[config.mk]
export PLATFORM = sky130hd
export DESIGN_NAME = afp3_eng_rtry_sched_flat
export DESIGN_NICKNAME = d
export VERILOG_FILES = /design/src/rtl/afp3_eng_rtry_sched_if.sv /design/src/rtl/afp3_eng_rtry_sched.sv /design/src/flat_wrapper.sv
export SDC_FILE = /design/constraint.sdc
export NUM_CORES = 1
export LEC_CHECK = 0
export ABC_CLOCK_PERIOD_IN_PS = 5210
export CAP_MARGIN = 20
export CORE_ASPECT_RATIO = 1.4
export CORE_MARGIN = 5
export CORE_UTILIZATION = 45
export CTS_CLUSTER_DIAMETER = 100
export DETAILED_ROUTE_END_ITERATION = 6
export DONT_BUFFER_PORTS = 1
export GPL_TIMING_DRIVEN = 0
export PLACE_DENSITY_LB_ADDON = 0.25
export SYNTH_ARGS = -nofsm -noshare
export SYNTH_HDL_FRONTEND = slang
export SYNTH_SLANG_ARGS = --single-unit
[constraint.sdc]
create_clock -name clock -period 5.21 [get_ports clock]
set_input_delay 0.521 -clock clock [delete_from_list [all_inputs] [get_ports clock]]
set_output_delay 0.521 -clock clock [all_outputs]
set_load 0.03 [all_outputs]
[src/rtl/afp3_eng_rtry_sched_if.sv]
// Bus bundle for the retry scheduler: push path, MMIO controls, decode feedback and
// the presented-entry outputs. The scheduler uses the slave view, its environment the master view.
interface afp3_eng_rtry_sched_if #(
  parameter int BOW = 16
);
  logic [BOW-1:0] mmio_eng_backoff_cnt;
  logic           mmio_eng_clr_err;
  logic           rtry_push_valid;
  logic           rtry_push_cpy_xx;
  logic           rtry_push_cpy_st;
  logic [4:0]     rtry_push_afutag;
  logic [1:0]     rtry_push_type;
  logic           rtry_decode_is_backoff;
  logic           rtry_decode_is_abort;
  logic           rtry_start_any;
  logic           rtry_queue_func_rden_dly2_q;
  logic           rtry_queue_cpy_xx_q;
  logic           rtry_queue_cpy_st_q;
  logic [4:0]     rtry_queue_afutag_q;
  logic           rtry_queue_is_pending_q;
  logic           rtry_queue_is_rtry_lwt_q;
  logic           rtry_queue_is_rtry_req_q;
  logic           rtry_queue_is_rtry_hwt_q;
  logic           rtry_queue_empty;
  logic           rtry_queue_full;
  logic           rtry_backoff_active;
  logic           rtry_overflow_err;
  logic           rtry_orphan_err;
  logic [31:0]    rtry_dispatch_cnt;

  modport slave (
    input  mmio_eng_backoff_cnt, mmio_eng_clr_err,
    input  rtry_push_valid, rtry_push_cpy_xx, rtry_push_cpy_st, rtry_push_afutag, rtry_push_type,
    input  rtry_decode_is_backoff, rtry_decode_is_abort, rtry_start_any,
    output rtry_queue_func_rden_dly2_q, rtry_queue_cpy_xx_q, rtry_queue_cpy_st_q, rtry_queue_afutag_q,
    output rtry_queue_is_pending_q, rtry_queue_is_rtry_lwt_q, rtry_queue_is_rtry_req_q,
    output rtry_queue_is_rtry_hwt_q, rtry_queue_empty, rtry_queue_full, rtry_backoff_active,
    output rtry_overflow_err, rtry_orphan_err, rtry_dispatch_cnt
  );

  modport master (
    output mmio_eng_backoff_cnt, mmio_eng_clr_err,
    output rtry_push_valid, rtry_push_cpy_xx, rtry_push_cpy_st, rtry_push_afutag, rtry_push_type,
    output rtry_decode_is_backoff, rtry_decode_is_abort, rtry_start_any,
    input  rtry_queue_func_rden_dly2_q, rtry_queue_cpy_xx_q, rtry_queue_cpy_st_q, rtry_queue_afutag_q,
    input  rtry_queue_is_pending_q, rtry_queue_is_rtry_lwt_q, rtry_queue_is_rtry_req_q,
    input  rtry_queue_is_rtry_hwt_q, rtry_queue_empty, rtry_queue_full, rtry_backoff_active,
    input  rtry_overflow_err, rtry_orphan_err, rtry_dispatch_cnt
  );
endinterface

[src/rtl/afp3_eng_rtry_sched.sv]
// Retry queue with a 2-cycle registered presentation pipeline and backoff pacing.
// Optional macro AFP3_RTRY_SCHED_PERF_CNT_EN builds the 32-bit dispatch counter.
module afp3_eng_rtry_sched #(
  parameter int DEPTH = 16,
  parameter int AW    = 4,
  parameter int BOW   = 16
) (
  input  logic                 clock,
  input  logic                 reset_n,
  afp3_eng_rtry_sched_if.slave bus
);

  typedef enum logic [2:0] {
    IDLE    = 3'd0,
    RD      = 3'd1,
    DLY     = 3'd2,
    PRES    = 3'd3,
    BACKOFF = 3'd4
  } state_t;

  localparam logic [AW:0]    PTR_ONE = (AW+1)'(1);
  localparam logic [BOW-1:0] BO_ONE  = BOW'(1);

  state_t         state, state_nxt;
  logic [AW:0]    wr_ptr, rd_ptr, wr_ptr_nxt, rd_ptr_nxt;
  logic [8:0]     mem [DEPTH];
  logic [8:0]     ent_p1;
  logic           empty, full, empty_nxt, full_nxt;
  logic           push_ok, pop, bo_load;
  logic [BOW-1:0] bo_cnt;
  logic           overflow_err, orphan_err, overflow_set, orphan_set;
  logic           dly2_q, cpy_xx_q, cpy_st_q;
  logic [4:0]     afutag_q;
  logic [3:0]     type_oh_q;

  function automatic logic ptr_empty(input logic [AW:0] w, input logic [AW:0] r);
    return w == r;
  endfunction

  function automatic logic ptr_full(input logic [AW:0] w, input logic [AW:0] r);
    return (w[AW] != r[AW]) && (w[AW-1:0] == r[AW-1:0]);
  endfunction

  // bit 0 lwt, bit 1 req, bit 2 hwt, bit 3 pending
  function automatic logic [3:0] type_onehot(input logic [1:0] t);
    return 4'b0001 << t;
  endfunction

  assign push_ok      = bus.rtry_push_valid & ~full;
  assign pop          = (state == PRES);
  assign wr_ptr_nxt   = push_ok ? wr_ptr + PTR_ONE : wr_ptr;
  assign rd_ptr_nxt   = pop ? rd_ptr + PTR_ONE : rd_ptr;
  assign empty_nxt    = ptr_empty(wr_ptr_nxt, rd_ptr_nxt);
  assign full_nxt     = ptr_full(wr_ptr_nxt, rd_ptr_nxt);
  assign overflow_set = bus.rtry_push_valid & full;
  assign orphan_set   = pop & ~bus.rtry_start_any & ~bus.rtry_decode_is_abort;

  // IDLE and the end of PRES/BACKOFF look at next-cycle occupancy so IDLE is never
  // dwelt in while entries are waiting.
  always_comb begin
    state_nxt = state;
    bo_load   = 1'b0;
    unique case (state)
      IDLE:    if (!empty_nxt) state_nxt = RD;
      RD:      state_nxt = DLY;
      DLY:     state_nxt = PRES;
      PRES: begin
        if (bus.rtry_decode_is_backoff && !bus.rtry_decode_is_abort &&
            (bus.mmio_eng_backoff_cnt != '0)) begin
          bo_load   = 1'b1;
          state_nxt = BACKOFF;
        end else begin
          state_nxt = empty_nxt ? IDLE : RD;
        end
      end
      BACKOFF: if (bo_cnt == BO_ONE) state_nxt = empty_nxt ? IDLE : RD;
      default: state_nxt = IDLE;
    endcase
  end

  always_ff @(posedge clock or negedge reset_n) begin
    if (!reset_n) begin
      state        <= IDLE;
      wr_ptr       <= '0;
      rd_ptr       <= '0;
      empty        <= 1'b1;
      full         <= 1'b0;
      bo_cnt       <= '0;
      overflow_err <= 1'b0;
      orphan_err   <= 1'b0;
    end else begin
      state        <= state_nxt;
      wr_ptr       <= wr_ptr_nxt;
      rd_ptr       <= rd_ptr_nxt;
      empty        <= empty_nxt;
      full         <= full_nxt;
      overflow_err <= overflow_set | (overflow_err & ~bus.mmio_eng_clr_err);
      orphan_err   <= orphan_set | (orphan_err & ~bus.mmio_eng_clr_err);
      if (bo_load)
        bo_cnt <= bus.mmio_eng_backoff_cnt;
      else if (state == BACKOFF)
        bo_cnt <= bo_cnt - BO_ONE;
    end
  end

  // Storage and stage 1: head entry captured in RD
  always_ff @(posedge clock) begin
    if (push_ok)
      mem[wr_ptr[AW-1:0]] <= {bus.rtry_push_cpy_xx, bus.rtry_push_cpy_st,
                              bus.rtry_push_afutag, bus.rtry_push_type};
    if (state == RD)
      ent_p1 <= mem[rd_ptr[AW-1:0]];
  end

  // Stage 2: presented registers loaded in DLY, qualified by dly2 during PRES
  always_ff @(posedge clock or negedge reset_n) begin
    if (!reset_n) begin
      dly2_q    <= 1'b0;
      cpy_xx_q  <= 1'b0;
      cpy_st_q  <= 1'b0;
      afutag_q  <= '0;
      type_oh_q <= '0;
    end else begin
      dly2_q <= (state == DLY);
      if (state == DLY) begin
        cpy_xx_q  <= ent_p1[8];
        cpy_st_q  <= ent_p1[7];
        afutag_q  <= ent_p1[6:2];
        type_oh_q <= type_onehot(ent_p1[1:0]);
      end
    end
  end

`ifdef AFP3_RTRY_SCHED_PERF_CNT_EN
  logic [31:0] dispatch_cnt;

  always_ff @(posedge clock or negedge reset_n) begin
    if (!reset_n)
      dispatch_cnt <= '0;
    else if (pop)
      dispatch_cnt <= dispatch_cnt + 32'd1;
  end

  assign bus.rtry_dispatch_cnt = dispatch_cnt;
`else
  assign bus.rtry_dispatch_cnt = '0;
`endif

  assign bus.rtry_queue_func_rden_dly2_q = dly2_q;
  assign bus.rtry_queue_cpy_xx_q         = cpy_xx_q;
  assign bus.rtry_queue_cpy_st_q         = cpy_st_q;
  assign bus.rtry_queue_afutag_q         = afutag_q;
  assign bus.rtry_queue_is_rtry_lwt_q    = type_oh_q[0];
  assign bus.rtry_queue_is_rtry_req_q    = type_oh_q[1];
  assign bus.rtry_queue_is_rtry_hwt_q    = type_oh_q[2];
  assign bus.rtry_queue_is_pending_q     = type_oh_q[3];
  assign bus.rtry_queue_empty            = empty;
  assign bus.rtry_queue_full             = full;
  assign bus.rtry_backoff_active         = (state == BACKOFF);
  assign bus.rtry_overflow_err           = overflow_err;
  assign bus.rtry_orphan_err             = orphan_err;

endmodule
[src/flat_wrapper.sv]
// flat-port wrapper written by rule: the top's interface ports become plain ports
module afp3_eng_rtry_sched_flat 
#(
  parameter int DEPTH = 16,
  parameter int AW    = 4,
  parameter int BOW   = 16
)
  (clock, reset_n, bus_mmio_eng_backoff_cnt, bus_mmio_eng_clr_err, bus_rtry_push_valid, bus_rtry_push_cpy_xx, bus_rtry_push_cpy_st, bus_rtry_push_afutag, bus_rtry_push_type, bus_rtry_decode_is_backoff, bus_rtry_decode_is_abort, bus_rtry_start_any, bus_rtry_queue_func_rden_dly2_q, bus_rtry_queue_cpy_xx_q, bus_rtry_queue_cpy_st_q, bus_rtry_queue_afutag_q, bus_rtry_queue_is_pending_q, bus_rtry_queue_is_rtry_lwt_q, bus_rtry_queue_is_rtry_req_q, bus_rtry_queue_is_rtry_hwt_q, bus_rtry_queue_empty, bus_rtry_queue_full, bus_rtry_backoff_active, bus_rtry_overflow_err, bus_rtry_orphan_err, bus_rtry_dispatch_cnt);
  afp3_eng_rtry_sched_if #(.BOW(BOW)) bus_i ();
  input  logic clock;
  input  logic reset_n;
  input wire logic [$bits(bus_i.mmio_eng_backoff_cnt)-1:0] bus_mmio_eng_backoff_cnt;
  input wire logic [$bits(bus_i.mmio_eng_clr_err)-1:0] bus_mmio_eng_clr_err;
  input wire logic [$bits(bus_i.rtry_push_valid)-1:0] bus_rtry_push_valid;
  input wire logic [$bits(bus_i.rtry_push_cpy_xx)-1:0] bus_rtry_push_cpy_xx;
  input wire logic [$bits(bus_i.rtry_push_cpy_st)-1:0] bus_rtry_push_cpy_st;
  input wire logic [$bits(bus_i.rtry_push_afutag)-1:0] bus_rtry_push_afutag;
  input wire logic [$bits(bus_i.rtry_push_type)-1:0] bus_rtry_push_type;
  input wire logic [$bits(bus_i.rtry_decode_is_backoff)-1:0] bus_rtry_decode_is_backoff;
  input wire logic [$bits(bus_i.rtry_decode_is_abort)-1:0] bus_rtry_decode_is_abort;
  input wire logic [$bits(bus_i.rtry_start_any)-1:0] bus_rtry_start_any;
  output wire logic [$bits(bus_i.rtry_queue_func_rden_dly2_q)-1:0] bus_rtry_queue_func_rden_dly2_q;
  output wire logic [$bits(bus_i.rtry_queue_cpy_xx_q)-1:0] bus_rtry_queue_cpy_xx_q;
  output wire logic [$bits(bus_i.rtry_queue_cpy_st_q)-1:0] bus_rtry_queue_cpy_st_q;
  output wire logic [$bits(bus_i.rtry_queue_afutag_q)-1:0] bus_rtry_queue_afutag_q;
  output wire logic [$bits(bus_i.rtry_queue_is_pending_q)-1:0] bus_rtry_queue_is_pending_q;
  output wire logic [$bits(bus_i.rtry_queue_is_rtry_lwt_q)-1:0] bus_rtry_queue_is_rtry_lwt_q;
  output wire logic [$bits(bus_i.rtry_queue_is_rtry_req_q)-1:0] bus_rtry_queue_is_rtry_req_q;
  output wire logic [$bits(bus_i.rtry_queue_is_rtry_hwt_q)-1:0] bus_rtry_queue_is_rtry_hwt_q;
  output wire logic [$bits(bus_i.rtry_queue_empty)-1:0] bus_rtry_queue_empty;
  output wire logic [$bits(bus_i.rtry_queue_full)-1:0] bus_rtry_queue_full;
  output wire logic [$bits(bus_i.rtry_backoff_active)-1:0] bus_rtry_backoff_active;
  output wire logic [$bits(bus_i.rtry_overflow_err)-1:0] bus_rtry_overflow_err;
  output wire logic [$bits(bus_i.rtry_orphan_err)-1:0] bus_rtry_orphan_err;
  output wire logic [$bits(bus_i.rtry_dispatch_cnt)-1:0] bus_rtry_dispatch_cnt;
  assign bus_i.mmio_eng_backoff_cnt = bus_mmio_eng_backoff_cnt;
  assign bus_i.mmio_eng_clr_err = bus_mmio_eng_clr_err;
  assign bus_i.rtry_push_valid = bus_rtry_push_valid;
  assign bus_i.rtry_push_cpy_xx = bus_rtry_push_cpy_xx;
  assign bus_i.rtry_push_cpy_st = bus_rtry_push_cpy_st;
  assign bus_i.rtry_push_afutag = bus_rtry_push_afutag;
  assign bus_i.rtry_push_type = bus_rtry_push_type;
  assign bus_i.rtry_decode_is_backoff = bus_rtry_decode_is_backoff;
  assign bus_i.rtry_decode_is_abort = bus_rtry_decode_is_abort;
  assign bus_i.rtry_start_any = bus_rtry_start_any;
  assign bus_rtry_queue_func_rden_dly2_q = bus_i.rtry_queue_func_rden_dly2_q;
  assign bus_rtry_queue_cpy_xx_q = bus_i.rtry_queue_cpy_xx_q;
  assign bus_rtry_queue_cpy_st_q = bus_i.rtry_queue_cpy_st_q;
  assign bus_rtry_queue_afutag_q = bus_i.rtry_queue_afutag_q;
  assign bus_rtry_queue_is_pending_q = bus_i.rtry_queue_is_pending_q;
  assign bus_rtry_queue_is_rtry_lwt_q = bus_i.rtry_queue_is_rtry_lwt_q;
  assign bus_rtry_queue_is_rtry_req_q = bus_i.rtry_queue_is_rtry_req_q;
  assign bus_rtry_queue_is_rtry_hwt_q = bus_i.rtry_queue_is_rtry_hwt_q;
  assign bus_rtry_queue_empty = bus_i.rtry_queue_empty;
  assign bus_rtry_queue_full = bus_i.rtry_queue_full;
  assign bus_rtry_backoff_active = bus_i.rtry_backoff_active;
  assign bus_rtry_overflow_err = bus_i.rtry_overflow_err;
  assign bus_rtry_orphan_err = bus_i.rtry_orphan_err;
  assign bus_rtry_dispatch_cnt = bus_i.rtry_dispatch_cnt;
  afp3_eng_rtry_sched #(.DEPTH(DEPTH), .AW(AW), .BOW(BOW)) u_core (.clock(clock), .reset_n(reset_n), .bus(bus_i));
endmodule
# After elaboration in Yosys (flattened, before gate mapping)
# Memories as Yosys holds them, arrays and structs flattened. A register that Yosys moved wholly into a read port is not among the register bits.
# Cells that the tools add are included.
# word_totals
ff_bits,45
ramBits,144
out_inout_bits,49
mem_count,1
# mem_list
name,depth,width,rd,rd_ports_with_merged_regs,wr,line,rtl
u_core.mem,16,9,1,1,1,afp3_eng_rtry_sched.sv:26,logic [8:0] mem [DEPTH];
# op_classes
n_addsub,3
n_eq_ne,10
shifts,1
muxes,13
bitwise,12
reduce_logical,8
# ops
op,n
$mux W16,2
$eq A16 B1 Y1 const B,1
$reduce_bool A16 Y1,1
$sub A16 B1 Y16 const B,1
$pmux W3 S5,1
$add A5 B1 Y5 const B,2
$mux W5,2
$mux W3,3
$and A1 B1 Y1,6
$eq A3 B2 Y1 const B,2
$eq A5 B5 Y1,1
$mux W1,5
$eq A4 B4 Y1,1
$not A1 Y1,4
$shl A1 B2 Y4 const A,1
$eq A3 B1 Y1 const B,1
$eq A3 B3 Y1 const B,1
$logic_and A1 B1 Y1,3
$logic_not A3 Y1,1
$ne A2 B1 Y1 const B,1
$ne A2 B2 Y1 const B,1
$or A1 B1 Y1,2
$reduce_and A2 Y1,1
$reduce_bool A2 Y1,1
other kinds (2),2

# Depth between registers and ports, before layout
# depth
ltp_word,7
ltp_mapped,7
mapped_depth_nobuf,7

# Worst setup path before layout
# No wires, ideal clock.
# synth_timing
path_type,register -> register
startpoint,reg u_core.rd_ptr[1]
endpoint,"reg u_core.ent_p1[7], read port of u_core.mem, data pin"
arrival_time_ps,1685
t_required_ps,4938
slack_ps,3253
path_stages_with_launch,5
path_buffers,2
period_less_slack_ps,1957
cell_sequence,dfrtp_1 -> buf_2 -> buf_1 -> mux4_2 -> mux4_2
# synth_rtl
element,line,rtl
start: declaration,afp3_eng_rtry_sched.sv:25,"logic [AW:0] wr_ptr, rd_ptr, wr_ptr_nxt, rd_ptr_nxt;"
start signal: assignment,afp3_eng_rtry_sched.sv:94,rd_ptr <= rd_ptr_nxt;
end: declaration,afp3_eng_rtry_sched.sv:27,logic [8:0] ent_p1;

==> run summary <==
antenna-violating nets left: 0
RSZ-0062 raised after global routing: no
GR Util All Layers: 16.18%
worst r2r path cells: 4
most frequent cell after synthesis: edfxtp_1
Placer Congestion: 0.7654
Synth Warn #: 0
critical setup path kind: reg2reg
R2R Path End: u_core.ent_p1[1]$_DFFE_PP_
Unique masters post-synth: 61
Worst Path Max Fanout: 10
Worst setup SP type: register
placed insts: 764
final core occ: 51.25%
TritonCTS clock tree: done
Synth area leaders: edfxtp_1, dfrtp_1, mux4_2
Top Family by Delay on Critical Path: multiplexers
DIE HEIGHT: 171.5 um
layout cells sized above 1: 24.01%
setup violators final: 0
post-synth top area cell: edfxtp_1
Synth Instances: 488
# diodes: 0
Clock Sinks: 198
Total Power: 5251 uW
setup slack, reg-to-reg: 2.67 ns
vias per std cell: 5.213
Clock Tree Root: clkbuf_16
CP most frequent cell: mux4_2
EDFF count, synth: 153
Area Overhead vs Synth: 12.87%
grt total ovfl: 0
sequential power share: 44.9%
final WL: 16380 um
Core ar.: 18460 um^2
Clock Path Buffers: 2
Worst path max stage delay: 0.61 ns
combinational power share: 29.3%
area of placed instances: 8806 um^2
Pre-Repair DR Iteration Count: 4
hold-fix buffers at CTS: 2
Clock Power Share: 25.8%
clk_lat worst skew: 0.43 ns
master of the slowest instance on the critical path: buf_1
cell depth of the worst setup path: 4
cell area after layout: 9458 um^2
FF+latch count, synth: 198
DRC: 0
Static Leak: 0.003445 uW
worst relative slew slack: 50.25%
CP startpoint: u_core.rd_ptr[1]$_DFF_PN0_
Hold Fails Final Rpt: 0
initial DRC count: 354
Max Slew Vio Count: 0
number of CTS-inserted buffers: 17
end of the critical path: u_core.ent_p1[1]$_DFFE_PP_
clock-pin slew on the worst setup and hold paths: 0.07 ns
site row count: 59
post-route insts no fill: 798
critical-path cell list: buf_2 -> buf_1 -> mux4_2 -> mux4_2
fin nets: 580
antenna violations before repair: 0
fmax: 393.4 MHz
peak supply drop: 0.2402 mV
Slew @ Worst Pin: 0.7463 ns
pwr/cell area: 555.2 nW/um^2
switching share of power: 33.07%
io pins: 81
H-tree levels: 4
first-pass GRT wire length: 25990 um
largest net degree at the start of global routing: 46
async set-reset flop share out of synthesis: 22.73%
NetSw: 1736 uW
Fin Setup TNS: 0 ns
min-delay worst type: in2reg
register area share after synthesis: 68.28%
worst r2r src: u_core.rd_ptr[1]$_DFF_PN0_
postcts setup bufs: 0
minimum clock period: 2.542 ns
Die Wd: 125.3 um
worst endpoint data arrival time: 2.71 ns
Die ar.: 21490 um^2
Worst Path Required: 5.38 ns
Internal: 3515 uW
outcome: finished, final reports clean
Starting Density: 45.40%
max-capacitance violation count: 0
Mean Syn Cell Area: 17.17 um^2
synthesized area: 8379 um^2
PortBufs: 0
final period utilization: 48.79%
worst path bufs/invs: 2
Vias: 4160
synth cell count leaders: edfxtp_1, nand2_1, dfrtp_1
WL per Instance: 20.53 um
vias in the first global route: 4383
Most used DFF post-synth: edfxtp_1
Yosys top cell area share: 54.83%
Max Clock Skew: 0.007302 ns
CP Capture Type: register
CTS resizes: 0
fillcell total: 1541
HPWL after DPL: 11580 um
## area by class of cell
type                            instances  area, um^2  share of cell area (%)
Sequential cell                       198        5722                   60.50
Multi-Input combinational cell        259        2369                   25.04
Timing Repair Buffer                    3       42.54                  0.4498
Clock inverter                         14       185.2                   1.958
Tap cell                              244       305.3                   3.228
Clock buffer                           18       429.2                   4.538
Inverter                               14       57.56                  0.6085
Buffer                                 48       347.8                   3.678
## sequential cells by signal (all words and copies together), names as in the netlist
signal                                  cells
u_core.ent_p1                               9
u_core.mem                                144
u_core.bus.rtry_queue_func_rden_dly2_q      1
u_core.state                                3
u_core.bus.rtry_queue_cpy_xx_q              1
u_core.type_oh_q                            4
u_core.bus.rtry_queue_afutag_q              5
u_core.bus.rtry_overflow_err                1
u_core.bus.rtry_queue_full                  1
u_core.rd_ptr                               5
u_core.bo_cnt                              16
u_core.bus.rtry_queue_empty                 1
u_core.wr_ptr                               5
u_core.bus.rtry_orphan_err                  1
u_core.bus.rtry_queue_cpy_st_q              1
## worst register-to-register path: stages, from the launching register on
cell     delay [ns]
dfrtp_1        0.40
buf_2          0.30
buf_1          0.61
mux4_2         0.46
mux4_2         0.52
## kinds of logic (layout without fill, tap and decap cells)
| logic type | after synthesis | count (layout) | synth area share [%] |
|---|---|---|---|
| AO/OA/AOI/OAI | 41 | 41 | 3.554 |
| adder cells (fa/ha/maj) | 7 | 7 | 1.045 |
| flip-flops | 198 | 198 | 68.28 |
| buffers and inverters | 62 | 97 | 4.838 |
| XOR/XNOR | 15 | 15 | 1.822 |
| other | 1 | 32 | 0.04475 |
| multiplexers | 47 | 47 | 12.62 |
| AND/OR/NAND/NOR | 117 | 117 | 7.794 |
## power by group through the flow
stage	sequential [uW]	clock, uW	combinational [uW]
global route	2390	1450	1680
finish	2360	1360	1540
global placement	2370	0	1520
CTS	2360	1380	1570
floorplan	2330	0	1200
detailed placement	2390	0	1560
## cells in the final DEF (no fill, tap or decap), types with 5 or more instances in the layout
master	count
edfxtp_1	153
nand2_1	47
dfrtp_1	44
mux4_2	39
buf_4	32
conb_1	32
clkbuf_16	17
and2_1	16
inv_1	13
nor2_1	11
o211ai_1	9
xor2_1	8
nand3_1	7
ha_1	7
clkbuf_1	6
mux4_1	6
o21ai_0	6
a21oi_1	6
xnor2_1	5
buf_2	5
inv_6	5
## worst min-delay path by stage
stage,startpoint,endpoint,depth (start not counted)
2_1_floorplan,reset_n,u_core.bo_cnt[0]$_DFFE_PN0P_,0
3_3_place_gp,reset_n,u_core.bo_cnt[11]$_DFFE_PN0P_,0
3_5_place_dp,reset_n,u_core.bo_cnt[12]$_DFFE_PN0P_,0
4_1_cts,bus_mmio_eng_clr_err,u_core.bus.rtry_orphan_err$_DFF_PN0_,1
5_1_grt,bus_rtry_push_afutag[3],u_core.mem[6][5]$_DFFE_PP_,0
6_report,bus_mmio_eng_clr_err,u_core.bus.rtry_orphan_err$_DFF_PN0_,1
## routing by layer
| layer | vias to the layer above | part of all wire, % | track usage (%) |
|---|---|---|---|
| met3 | 17 | 4.9 | 4.163 |
| met4 | 0 | 1.5 | 5.094 |
| met2 | 100 | 54 | 29.03 |
| met1 | 2123 | 40 | 19.22 |
| li1 | 1920 | - | - |
| met5 | - | 0 | 0 |
## metrics by stage
stage	setup WS, ns	hold slack, ns
6_report	2.668	0.1706
5_1_grt	2.588	0.1528
4_1_cts	2.653	0.1574
3_5_place_dp	2.663	0.2270
3_3_place_gp	2.682	0.2266
2_1_floorplan	3.253	0.2254
Note: power is estimated with default switching activity, not from simulation.
